File: config.mk
export PLATFORM = sky130hd
export DESIGN_NAME = odd_parity_serial_tx
export DESIGN_NICKNAME = d
export VERILOG_FILES = /design/src/rtl/odd_parity_serial_tx.sv
export SDC_FILE = /design/constraint.sdc
export NUM_CORES = 1
export LEC_CHECK = 0
export ABC_CLOCK_PERIOD_IN_PS = 2600
export CORE_MARGIN = 2
export CORE_UTILIZATION = 37
export CTS_CLUSTER_DIAMETER = 30
export DETAILED_ROUTE_END_ITERATION = 6
export SYNTH_ARGS = -nofsm -noshare
export SYNTH_HDL_FRONTEND = slang
export SYNTH_SLANG_ARGS = --single-unit
export TNS_END_PERCENT = 100
File: constraint.sdc
create_clock -name clk -period 2.6 [get_ports clk]
set_input_delay 0.52 -clock clk [delete_from_list [all_inputs] [get_ports clk]]
set_output_delay 0.52 -clock clk [all_outputs]
set_load 0.05 [all_outputs]
File: src/rtl/odd_parity_serial_tx.sv
// odd_parity_serial_tx: sends one byte plus the parity bit from the upstream odd-parity
// generator as an 11-bit async frame: start, 8 data bits LSB first, parity, stop.
// The parity bit is sent exactly as received. par_err records whether that bit was good odd parity.
module odd_parity_serial_tx #(
  parameter int CLKS_PER_BIT = 4,
  parameter int DATA_W       = 8
) (
  input  logic              clk,
  input  logic              rst,
  input  logic [DATA_W-1:0] data_in,
  input  logic              parity_in,
  input  logic              valid_in,
  output logic              ready,
  output logic              busy,
  output logic              tx,
  output logic              done,
  output logic              par_err
);

  localparam int TIMER_W = (CLKS_PER_BIT > 1) ? $clog2(CLKS_PER_BIT) : 1;
  localparam logic [TIMER_W-1:0] TIMER_LAST = TIMER_W'(CLKS_PER_BIT - 1);
  localparam int IDX_W = $clog2(DATA_W);
  localparam logic [IDX_W-1:0] IDX_LAST = IDX_W'(DATA_W - 1);

  typedef enum logic [2:0] {
    IDLE,
    START,
    DATA,
    PARITY,
    STOP
  } state_t;

  state_t            state, state_nxt;
  logic [TIMER_W-1:0] timer, timer_nxt;
  logic [IDX_W-1:0]  bit_idx, bit_idx_nxt;
  logic [DATA_W-1:0] shreg, shreg_nxt;
  logic              par_bit, par_bit_nxt;
  logic              tx_nxt;
  logic              done_nxt;
  logic              par_err_nxt;
  logic              bit_end;

  assign bit_end = (timer == TIMER_LAST);
  assign busy    = (state != IDLE);

  // Next-state logic. tx_nxt is the line level for the next cycle, so tx can stay a plain flop.
  always_comb begin
    state_nxt   = state;
    timer_nxt   = timer;
    bit_idx_nxt = bit_idx;
    shreg_nxt   = shreg;
    par_bit_nxt = par_bit;
    tx_nxt      = tx;
    done_nxt    = 1'b0;
    par_err_nxt = par_err;
    case (state)
      IDLE: begin
        tx_nxt    = 1'b1;
        timer_nxt = '0;
        if (valid_in && ready) begin
          state_nxt   = START;
          shreg_nxt   = data_in;
          par_bit_nxt = parity_in;
          par_err_nxt = ~(^{data_in, parity_in});
          tx_nxt      = 1'b0;
        end
      end
      START: begin
        if (bit_end) begin
          timer_nxt   = '0;
          bit_idx_nxt = '0;
          state_nxt   = DATA;
          tx_nxt      = shreg[0];
        end else begin
          timer_nxt = timer + TIMER_W'(1);
        end
      end
      DATA: begin
        if (bit_end) begin
          timer_nxt = '0;
          if (bit_idx == IDX_LAST) begin
            state_nxt = PARITY;
            tx_nxt    = par_bit;
          end else begin
            bit_idx_nxt = bit_idx + IDX_W'(1);
            shreg_nxt   = shreg >> 1;
            tx_nxt      = shreg[1];
          end
        end else begin
          timer_nxt = timer + TIMER_W'(1);
        end
      end
      PARITY: begin
        if (bit_end) begin
          timer_nxt = '0;
          state_nxt = STOP;
          tx_nxt    = 1'b1;
        end else begin
          timer_nxt = timer + TIMER_W'(1);
        end
      end
      STOP: begin
        if (bit_end) begin
          timer_nxt = '0;
          state_nxt = IDLE;
          tx_nxt    = 1'b1;
          done_nxt  = 1'b1;
        end else begin
          timer_nxt = timer + TIMER_W'(1);
        end
      end
      default: begin
        state_nxt = IDLE;
        timer_nxt = '0;
        tx_nxt    = 1'b1;
      end
    endcase
  end

  // State and output registers. Reset drops any frame in flight and returns the line to idle.
  always_ff @(posedge clk) begin
    if (rst) begin
      state   <= IDLE;
      timer   <= '0;
      bit_idx <= '0;
      shreg   <= '0;
      par_bit <= 1'b0;
      tx      <= 1'b1;
      ready   <= 1'b1;
      done    <= 1'b0;
      par_err <= 1'b0;
    end else begin
      state   <= state_nxt;
      timer   <= timer_nxt;
      bit_idx <= bit_idx_nxt;
      shreg   <= shreg_nxt;
      par_bit <= par_bit_nxt;
      tx      <= tx_nxt;
      ready   <= (state_nxt == IDLE);
      done    <= done_nxt;
      par_err <= par_err_nxt;
    end
  end

endmodule
==> impl_metrics.yaml <==
logic_synthesis:
  synth-edff-count: 0
  synth_fa_ha_area_share_pct: 3.42
  synth_top_area_cell: "dfxtp_1"
  postSynthRegisterBits: 21
  netlist_instances: 110
  synth-compound-area-share_pct: 17.8
  synth_cell_type_count: 35
  ys_warn_count: 0
  synthTopCellsByArea: "dfxtp_1 (38%), mux2i_1 (7.3%), a211oi_1 (4.1%), xnor2_1 (4.0%), nor2_1 (3.8%)"
  synth_top_family_by_area: "compound AO/OA/AOI/OAI gates"
  ys.flop_type: "dfxtp_1"
  syn_nets: 125
  async_reset_ff_share_pct: 0
  synth-xor-area-share_pct: 7.65
  yosysTopAreaCellShare_pct: 38.4
  synthesis.area_sq_um: 1100
  synth_mux_area_share_pct: 8.33
  yosysSeqAreaShare_pct: 38.4
  yosys.area_share.simple_pct: 16.1
  syn_area_per_cell_sq_um: 9.96
clock_network:
  htreeDepth: 1
  cts_made_buffers: 3
  cts_tree: "yes"
  clock_latency_ns: 0.31
  clk_pin_slew_worst_paths_ns: 0.12
  hold_buffers: 0
  clock_path_buffers: 2
  clock-sinks: 21
  cts_resized: 0
  postCtsSetupBuffers: 0
  cts_root_buf: "clkbuf_4"
global_routing:
  grt_util_all_layers_pct: 13.2
  grt-ovfl-total: 0
  grt_pass1_vias: 747
  antenna_found_initial: 0
  grt_start_max_net_pins: 16
  grt_pass1_wl_um: 3420
status:
  status: "completed"
place:
  dp_hpwl_um: 1550
  gp_congestion: 0.787
  portBuffers: 16
critical_path:
  path_class: "flop to output port"
  crit_arrival_ns: 1.88
  crit_slowest_cell: "clkdlybuf4s50_1"
  cp_data_required_time_ns: 2.08
  crit_chain: "or3_4 > clkdlybuf4s50_1"
  start_kind: "flop"
  cp-end-kind: "output port"
  cp_slowest_stage_delay_ns: 0.72
  cp_max_fo: 10
pwr:
  leakage_nw: 0.444
  ir_drop_mv: 0.241
  p_per_area_nw_per_um2: 533
floorplan:
  rows: 19
  dieWidth_um: 58.4
  fp.dieArea_sq_um: 3410
  core_sq_um: 2780
  start_util_pct: 39.4
  ios: 17
  die_h_um: 58.4
sta:
  fin_skew_ns: 0.00655
  hold_viol_final: 0
  finalSetupViolations: 0
  rsz0062_at_grt: "false"
  fin_tns_setup_ns: 0
  finalCritPeriodShare_pct: 92.5
  slew_viol_final: 0
  worst_slew_pin_slew_ns: 0.508
  period_needed_ns: 2.40
  max_freq_mhz: 416
  slew_headroom_pct: 66.0
final_layout:
  n_fill_cell: 282
  final_core_util_pct: 45.2
  layout_commonest_cell: "dfxtp_1"
  nets: 139
  area_growth_pct: 14.6
  layout_common_cells: "dfxtp_1 (21), clkdlybuf4s50_1 (16), nor2_1 (11)"
  antennaDiodeCount: 0
  drive_above_1_share_pct: 11.4
drt:
  drc_errors: 0
  dr.pass1.iters: 4
  via_count: 796
  ant_nets: 0
  via_per_inst: 5.17
  wl_um: 1990
  wl_per_cell_um: 12.9
  dr.first_iter.drc_count: 9
min_path:
  hold_class: "flop to flop"
run:
  max_cap_violations: 0
-- registers in the layout (all words and copies together) (netlist names) --
signal	flops
shreg	8
bit_idx	3
state	3
timer	2
done	1
par_bit	1
par_err	1
ready	1
tx	1
-- cell usage after synthesis, drive strengths merged, types with 3 or more instances --
cell / instances
dfxtp: 21
nor2: 14
a211oi: 9
mux2i: 8
o21ai: 6
buf: 5
xnor2: 5
clkbuf: 4
nand2: 4
ha: 3
inv: 3
nor3: 3
nor3b: 3
-- routing by layer --
| layer | global-route usage [%] | part of all wire [%] | vias up |
|---|---|---|---|
| met3 | 2.86 | 4.3 | 4 |
| met4 | 5.98 | 1.7 | 0 |
| li1 | - | - | 416 |
| met5 | 0 | 0 | - |
| met2 | 20.2 | 44 | 13 |
| met1 | 17.8 | 50 | 363 |
-- where the power goes --
part,switching (W),internal [W]
sequential,0.0000137,0.000343
combinational,0.0000760,0.0000733
clock,0.000103,0.0000600
total,0.000193,0.000476
-- per-stage QoR --
stage                     cell area [sq um]  hold WS [ns]  power (W)  std cells  setup WS, ns
after global routing                   1260         0.474   0.000707        154         0.138
final                                  1260         0.438   0.000669        154         0.196
after CTS                              1260         0.446   0.000679        154         0.192
after global placement                 1230         0.418   0.000512        150         0.582
after detailed placement               1230         0.427   0.000515        150         0.550
after floorplan                        1100         0.408   0.000484        110         0.944
-- final timing paths --
check,cells past startpoint,slack [ns],end,start
worst max-delay path,2,0.20,busy,state[0]
worst min-delay path,1,0.44,timer[0],timer[0]
worst max register to register,6,0.74,shreg[0],bit_idx[0]
worst min register to register,1,0.44,timer[0],timer[0]
-- layout make-up --
| cell class | instances | area, sq um | share of cell area, % |
|---|---|---|---|
| Multi-Input combinational cell | 77 | 584 | 46.5 |
| Sequential cell | 21 | 420 | 33.5 |
| Timing Repair Buffer | 18 | 175 | 13.9 |
| Tap cell | 31 | 38.8 | 3.09 |
| Clock buffer | 4 | 26.3 | 2.09 |
| Inverter | 3 | 11.3 | 0.896 |
-- critical path: cells and delay by family (launching register included) --
kind	cells	cell delay [ns]
and+or+nand+nor	1	0.45
buffers and inverters	1	0.72
DFF	1	0.41
-- logic make-up (layout without fill, tap and decap cells) --
kind of cell,after synthesis,after routing
XOR/XNOR,8,8
multiplexers,9,9
AND/OR/NAND/NOR,33,33
AO/OA/AOI/OAI,24,24
adder cells (fa/ha/maj),3,3
buffers and inverters,12,25
flip-flops,21,21
Power figures use the tool's default switching activity.
